--- config.mk ---
export PLATFORM = sky130hd
export DESIGN_NAME = timer
export DESIGN_NICKNAME = d
export VERILOG_FILES = /design/src/rtl/timer.sv
export SDC_FILE = /design/constraint.sdc
export NUM_CORES = 1
export LEC_CHECK = 0
export BUFFER_PORTS_ARGS = -buffer_cell sky130_fd_sc_hd__buf_2
export CAP_MARGIN = 20
export CORE_MARGIN = 5
export CORE_UTILIZATION = 45
export CTS_CLUSTER_DIAMETER = 80
export DETAILED_ROUTE_END_ITERATION = 8
export HOLD_SLACK_MARGIN = 0.08
export PLACE_DENSITY = 0.69
export SLEW_MARGIN = 15
export SYNTH_ARGS = -nofsm -noshare
export SYNTH_HDL_FRONTEND = slang
export SYNTH_SLANG_ARGS = --single-unit
--- constraint.sdc ---
create_clock -name clk -period 3.5 [get_ports clk]
set_input_delay 0.35 -clock clk [delete_from_list [all_inputs] [get_ports clk]]
set_output_delay 0.35 -clock clk [all_outputs]
set_load 0.02 [all_outputs]
--- src/rtl/timer.sv ---
// Programmable down-counting timer with a memory-mapped register file.
// Supports one-shot and auto-reload modes and a masked interrupt request.
module timer (
  input  logic        clk,
  input  logic        reset,
  input  logic [31:2] Addr,
  input  logic        WE,
  input  logic [31:0] Din,
  output logic [31:0] Dout,
  output logic        IRQ
);

  typedef enum logic [1:0] {
    IDLE = 2'd0,
    LOAD = 2'd1,
    CNT  = 2'd2,
    INT  = 2'd3
  } state_e;

  localparam logic [1:0] ADDR_CTRL   = 2'd0;
  localparam logic [1:0] ADDR_PRESET = 2'd1;
  localparam logic [1:0] ADDR_COUNT  = 2'd2;
  localparam logic [1:0] MODE_RELOAD = 2'b01;

  state_e      state_q, state_d;
  logic        en_q, en_d;
  logic [1:0]  mode_q, mode_d;
  logic        im_q, im_d;
  logic        pend_q, pend_d;
  logic [31:0] pre_q, pre_d;
  logic [31:0] cnt_q, cnt_d;

  logic        sel_ctrl;
  logic        sel_pre;
  logic        sel_cnt;
  logic        wr_ctrl;
  logic        wr_pre;
  logic        unused_addr;

  assign unused_addr = ^Addr[31:4];

  assign sel_ctrl = (Addr[3:2] == ADDR_CTRL);
  assign sel_pre  = (Addr[3:2] == ADDR_PRESET);
  assign sel_cnt  = (Addr[3:2] == ADDR_COUNT);

  assign wr_ctrl = WE && sel_ctrl;
  assign wr_pre  = WE && sel_pre;

  always_comb begin
    state_d = state_q;
    en_d    = en_q;
    mode_d  = mode_q;
    im_d    = im_q;
    pend_d  = pend_q;
    pre_d   = pre_q;
    cnt_d   = cnt_q;

    unique case (state_q)
      IDLE: begin
        if (en_q) begin
          state_d = LOAD;
        end
      end
      LOAD: begin
        cnt_d   = pre_q;
        state_d = CNT;
      end
      CNT: begin
        if (!en_q) begin
          state_d = IDLE;
        end else if (cnt_q > 32'd1) begin
          cnt_d = cnt_q - 32'd1;
        end else begin
          cnt_d   = '0;
          pend_d  = 1'b1;
          state_d = INT;
        end
      end
      INT: begin
        if (mode_q == MODE_RELOAD) begin
          pend_d  = 1'b0;
          state_d = LOAD;
        end else begin
          en_d    = 1'b0;
          state_d = IDLE;
        end
      end
      default: begin
        state_d = IDLE;
      end
    endcase

    // Bus writes land after the FSM so the CPU wins any CTRL conflict.
    if (wr_ctrl) begin
      en_d   = Din[0];
      mode_d = Din[2:1];
      im_d   = Din[3];
      pend_d = 1'b0;
    end
    if (wr_pre) begin
      pre_d = Din;
    end
  end

  always_ff @(posedge clk) begin
    if (reset) begin
      state_q <= IDLE;
      en_q    <= 1'b0;
      mode_q  <= 2'b00;
      im_q    <= 1'b0;
      pend_q  <= 1'b0;
      pre_q   <= '0;
      cnt_q   <= '0;
    end else begin
      state_q <= state_d;
      en_q    <= en_d;
      mode_q  <= mode_d;
      im_q    <= im_d;
      pend_q  <= pend_d;
      pre_q   <= pre_d;
      cnt_q   <= cnt_d;
    end
  end

  always_comb begin
    Dout = '0;
    unique case (1'b1)
      sel_ctrl: Dout = {28'b0, im_q, mode_q, en_q};
      sel_pre:  Dout = pre_q;
      sel_cnt:  Dout = cnt_q;
      default:  Dout = '0;
    endcase
  end

  assign IRQ = im_q & pend_q;

endmodule
Yosys cells after proc, flatten, opt, wreduce, memory -nomap -nowiden --
Index checks and enable logic that the tools add are counted.
Cells by class: $add $sub $neg 1, $lt $le $gt $ge 1, equal/unequal tests 12, muxes and demuxes 16, bitwise operators 1, reductions and logical operators 12
Operators by type and width (count):
- $pmux W32 S3 | 1
- $mux W32 | 2
- $pmux W32 S2 | 1
- $gt A32 B1 Y1 const B | 1
- $sub A32 B1 Y32 const B | 1
- $ne A2 B2 Y1 const B | 5
- $pmux W2 S4 | 1
- $mux W1 | 7
- $eq A2 B1 Y1 const B | 3
- $eq A2 B2 Y1 const B | 3
- $mux W2 | 3
- $reduce_and A2 Y1 | 3
- $reduce_bool A2 Y1 | 3
- $logic_not A2 Y1 | 2
- $reduce_and A4 Y1 | 1
- $ne A3 B3 Y1 const B | 1
- $logic_and A1 B1 Y1 | 2
- $pmux W1 S2 | 1
- $reduce_or A2 Y1 | 1
- $and A1 B1 Y1 | 1
Word-level totals: register bits 71, input port bits 65, output and inout port bits 33, word-level logic and storage cells 50

Longest topological paths before layout --
word-level depth 4, gate-level depth with buffers 8, mapped depth without buffers 7

Least setup slack after synthesis --
Ideal clock, no wire load.
kind register to register, start point register cnt_q[3], end point register cnt_q[31], setup time 0.074 ns, arrival time 2.521 ns, slack 0.904 ns, cell stages (with the launch flop) 7, path buffers 1, period minus slack after synthesis 2.596 ns, path through dfxtp_1 buf_6 or4_4 or4_4 or4b_4 or4_1 a31oi_1
On the way: word-level cells in the longest chain between the ends 4, elaborated cells between the ends (all ways) 5
Ends and longest elaborated chain:
- start: declaration | line 31 | logic [31:0] cnt_q, cnt_d;
- start signal: assignment | line 121 | cnt_q <= cnt_d;
- $sub A32 B1 Y32 or $gt A32 B1 Y1 (tied branches) | line 72, 71
- $mux W32 (*) | line 71 | end else if (cnt_q > 32'd1) begin
- $mux W32 (*) | line 69 | if (!en_q) begin
- $pmux W32 S2 (*) | line 58 | unique case (state_q)
Every way passes the cells marked *; elsewhere a longest branch is shown, timed or not. The select of a mux whose other input is x is not followed. A chain may end at the register's enable or synchronous reset.

Worst setup path after layout --
start point register cnt_q[2], end point register cnt_q[31]
Same word-level chain as after synthesis.

==> flow_metrics.tcl <==
set metrics [dict create \
    synth.top_cell.area_share 0.356 \
    end_kind "flop" \
    cts_setup_buffers 0 \
    cp_slowest_cell "or4_4" \
    cts_resized 0 \
    path_common_cell "or4_4" \
    ys_seq_elements 71 \
    grt_pass1_wl_mm 19.3 \
    worstPathCellList "or4_4, or4_4, or4b_4, or4_1, a31oi_1" \
    gp_congestion 0.935 \
    synthFlopType "dfxtp_1" \
    synth_top_area_cell "dfxtp_1" \
    multiInputGateArea_mm2 0.00237 \
    die_x_um 104 \
    hold_viol 0 \
    vdd_drop_max_v 0.000268 \
    via_count 4269 \
    clk_latency_ns 0.35 \
    die_area_mm2 0.0109 \
    critPathRequiredTime_ns 3.77 \
    post-route-drc-count 0 \
    cts_tree "yes" \
    grt_usage 0.208 \
    cp_max_fo 14 \
    relSlewSlack 0.243 \
    pin_count 98 \
    port_buffers 69 \
    core-area_mm2 0.00868 \
    synthTopCellsByArea "dfxtp_1 (36%), nand2_1 (8.0%), a21oi_1 (7.4%)" \
    grt_start_max_net_pins 51 \
    hold_class "primary input to flop" \
    netlist_area_mm2 0.00399 \
    drt_wl_total_mm 11.6 \
    max_stage_delay_ns 0.64 \
    rsz0062_at_grt "no" \
    synth_cells 535 \
    cts-buffers-inserted 9 \
    final.setup_skew_ns 0.0126 \
    startpoint_type "flop" \
    max_freq_mhz 343 \
    antenna_cells 0 \
    post_drt_via_cell_ratio 6.15 \
    htree_levels 3 \
    dpl.hpwl_mm 7.97 \
    antenna_left 0 \
    fp-row-count 34 \
    cts.sinks 71 \
    synth_commonest_cells "nand2_1 (85), dfxtp_1 (71), a21oi_1 (59)" \
    yosysSeqAreaShare 0.356 \
    setup_tns_ns 0 \
    drt_iter0_markers 298 \
    post_drt_wl_per_cell_um 16.7 \
    cts_root_buf "clkbuf_8" \
    slew_viol_final 0 \
    post-route-period-util 0.833 \
    drive_gt1_frac 0.181 \
    path_delay_family "simple AND/OR/NAND/NOR gates" \
    num-nets-final 648 \
    drt_pre_antenna_iters 5 \
    synth.most_common_cell "nand2_1" \
    yosysWarnings 0 \
    fill_cells 880 \
    die_y_um 104 \
    antenna_found_initial 0 \
    p_total_mw 1.96 \
    powerDensity_mw_per_mm2 425 \
    critPathBufInv 0 \
    syn_avg_cell_area_um2 7.47 \
    grt_overflow_total 0 \
    cts_buffer_depth 2 \
    yosysUniqueCellTypes 52 \
    syn2layout_area_growth_pct 15.4 \
    synth-edff-count 0 \
    fin_crit_ns 2.91 \
    arrival_ns 3.18 \
    grt_pass1_vias 4028 \
    synth-async-reset-ratio 0 \
    hold_buffers 0 \
    p_leak_nw 1.81 \
    regArea_mm2 0.00142 \
    start_util 0.460 \
    path_class "flop to flop" \
    status "completed" \
    worst_pin_slew_ns 1.14 \
    setup_violations 0 \
    syn_nets 602 \
    cts.clk_slew.worst_paths_ns 0.08 \
    cap_violations 0 \
]
## metal layers
layer  wire length, µm  global-route usage  share of wire
met1              5370               0.293           0.46
met3               706              0.0435          0.061
met4               153              0.0583          0.013
met2              5340               0.322           0.46
met5                 0                   0              0
## state kept, by name, summed over array words and instances, names as in the netlist
register and count:
cnt_q 32, state_q 2, pre_q 32, im_q 1, en_q 1, pend_q 1, mode_q 2
## worst min-delay path, cell delays in order
cell and delay (ns):
buf_2 0.09, nand2_1 0.04, a21oi_1 0.05
## metrics by stage
step | instance area, µm² | std cells | hold slack, ns | utilization | worst slack [ns]
CTS | 4610 | 694 | 0.226 | 0.531 | 0.605
finish | 4610 | 694 | 0.230 | 0.531 | 0.586
global route | 4610 | 694 | 0.227 | 0.531 | 0.507
floorplan | 3990 | 535 | 0.432 | - | 0.904
global placement | 4390 | 678 | 0.450 | 0.505 | 0.710
detailed placement | 4390 | 678 | 0.450 | 0.505 | 0.635
## cells by family (layout without fill, tap and decap cells)
| kind of cell | Yosys count | after routing | synth area share |
|---|---|---|---|
| AND/OR/NAND/NOR | 216 | 216 | 0.260 |
| AO/OA/AOI/OAI | 182 | 182 | 0.298 |
| flip-flops | 71 | 71 | 0.356 |
| buffers and inverters | 53 | 104 | 0.0523 |
| multiplexers | 10 | 10 | 0.0251 |
| adder cells (fa/ha/maj) | 2 | 2 | 0.00626 |
| XOR/XNOR | 1 | 1 | 0.00219 |
## power by group
part           switching (mW)  total [mW]  leakage [nW]  internal (mW)
Clock                   0.318       0.739         0.110          0.421
Combinational           0.231       0.359          1.13          0.128
Sequential             0.0285       0.859         0.575          0.831
Total                   0.577        1.96          1.81           1.38
## placed cells by master, fill, tap and decap left out, types with 3 or more instances in the layout
master	count
mux2i_1	10
inv_1	7
or4_1	6
nor4_1	15
nor3b_1	3
o21ai_0	38
o31ai_1	4
nor2_1	45
a211oi_1	16
a2111oi_0	6
nand2b_1	4
o21a_1	3
buf_4	12
nor3_1	10
nand2_1	85
buf_2	69
a21oi_1	59
a22o_1	28
nor2b_1	3
a31oi_1	6
or2_2	3
clkbuf_8	10
a221oi_1	3
nand3_1	19
nand4_1	6
o31a_1	5
dfxtp_1	71
## path summary, 6_finish.rpt
path,start,endpoint,cells past startpoint,slack (ns)
setup / recovery,cnt_q[2],cnt_q[31],5,0.59
hold / removal,Din[19],pre_q[19],3,0.23
setup reg to reg,cnt_q[2],cnt_q[31],5,0.59
hold reg to reg,pend_q,pend_q,1,0.47
## layout make-up
type,count,area share
multi-input combinational,411,0.514
sequential,71,0.308
timing repair buffer,81,0.0945
clock buffer,11,0.0307
tap,108,0.0293
clock inverter,5,0.0176
inverter,7,0.00570
(Power assumes the default switching activity.)
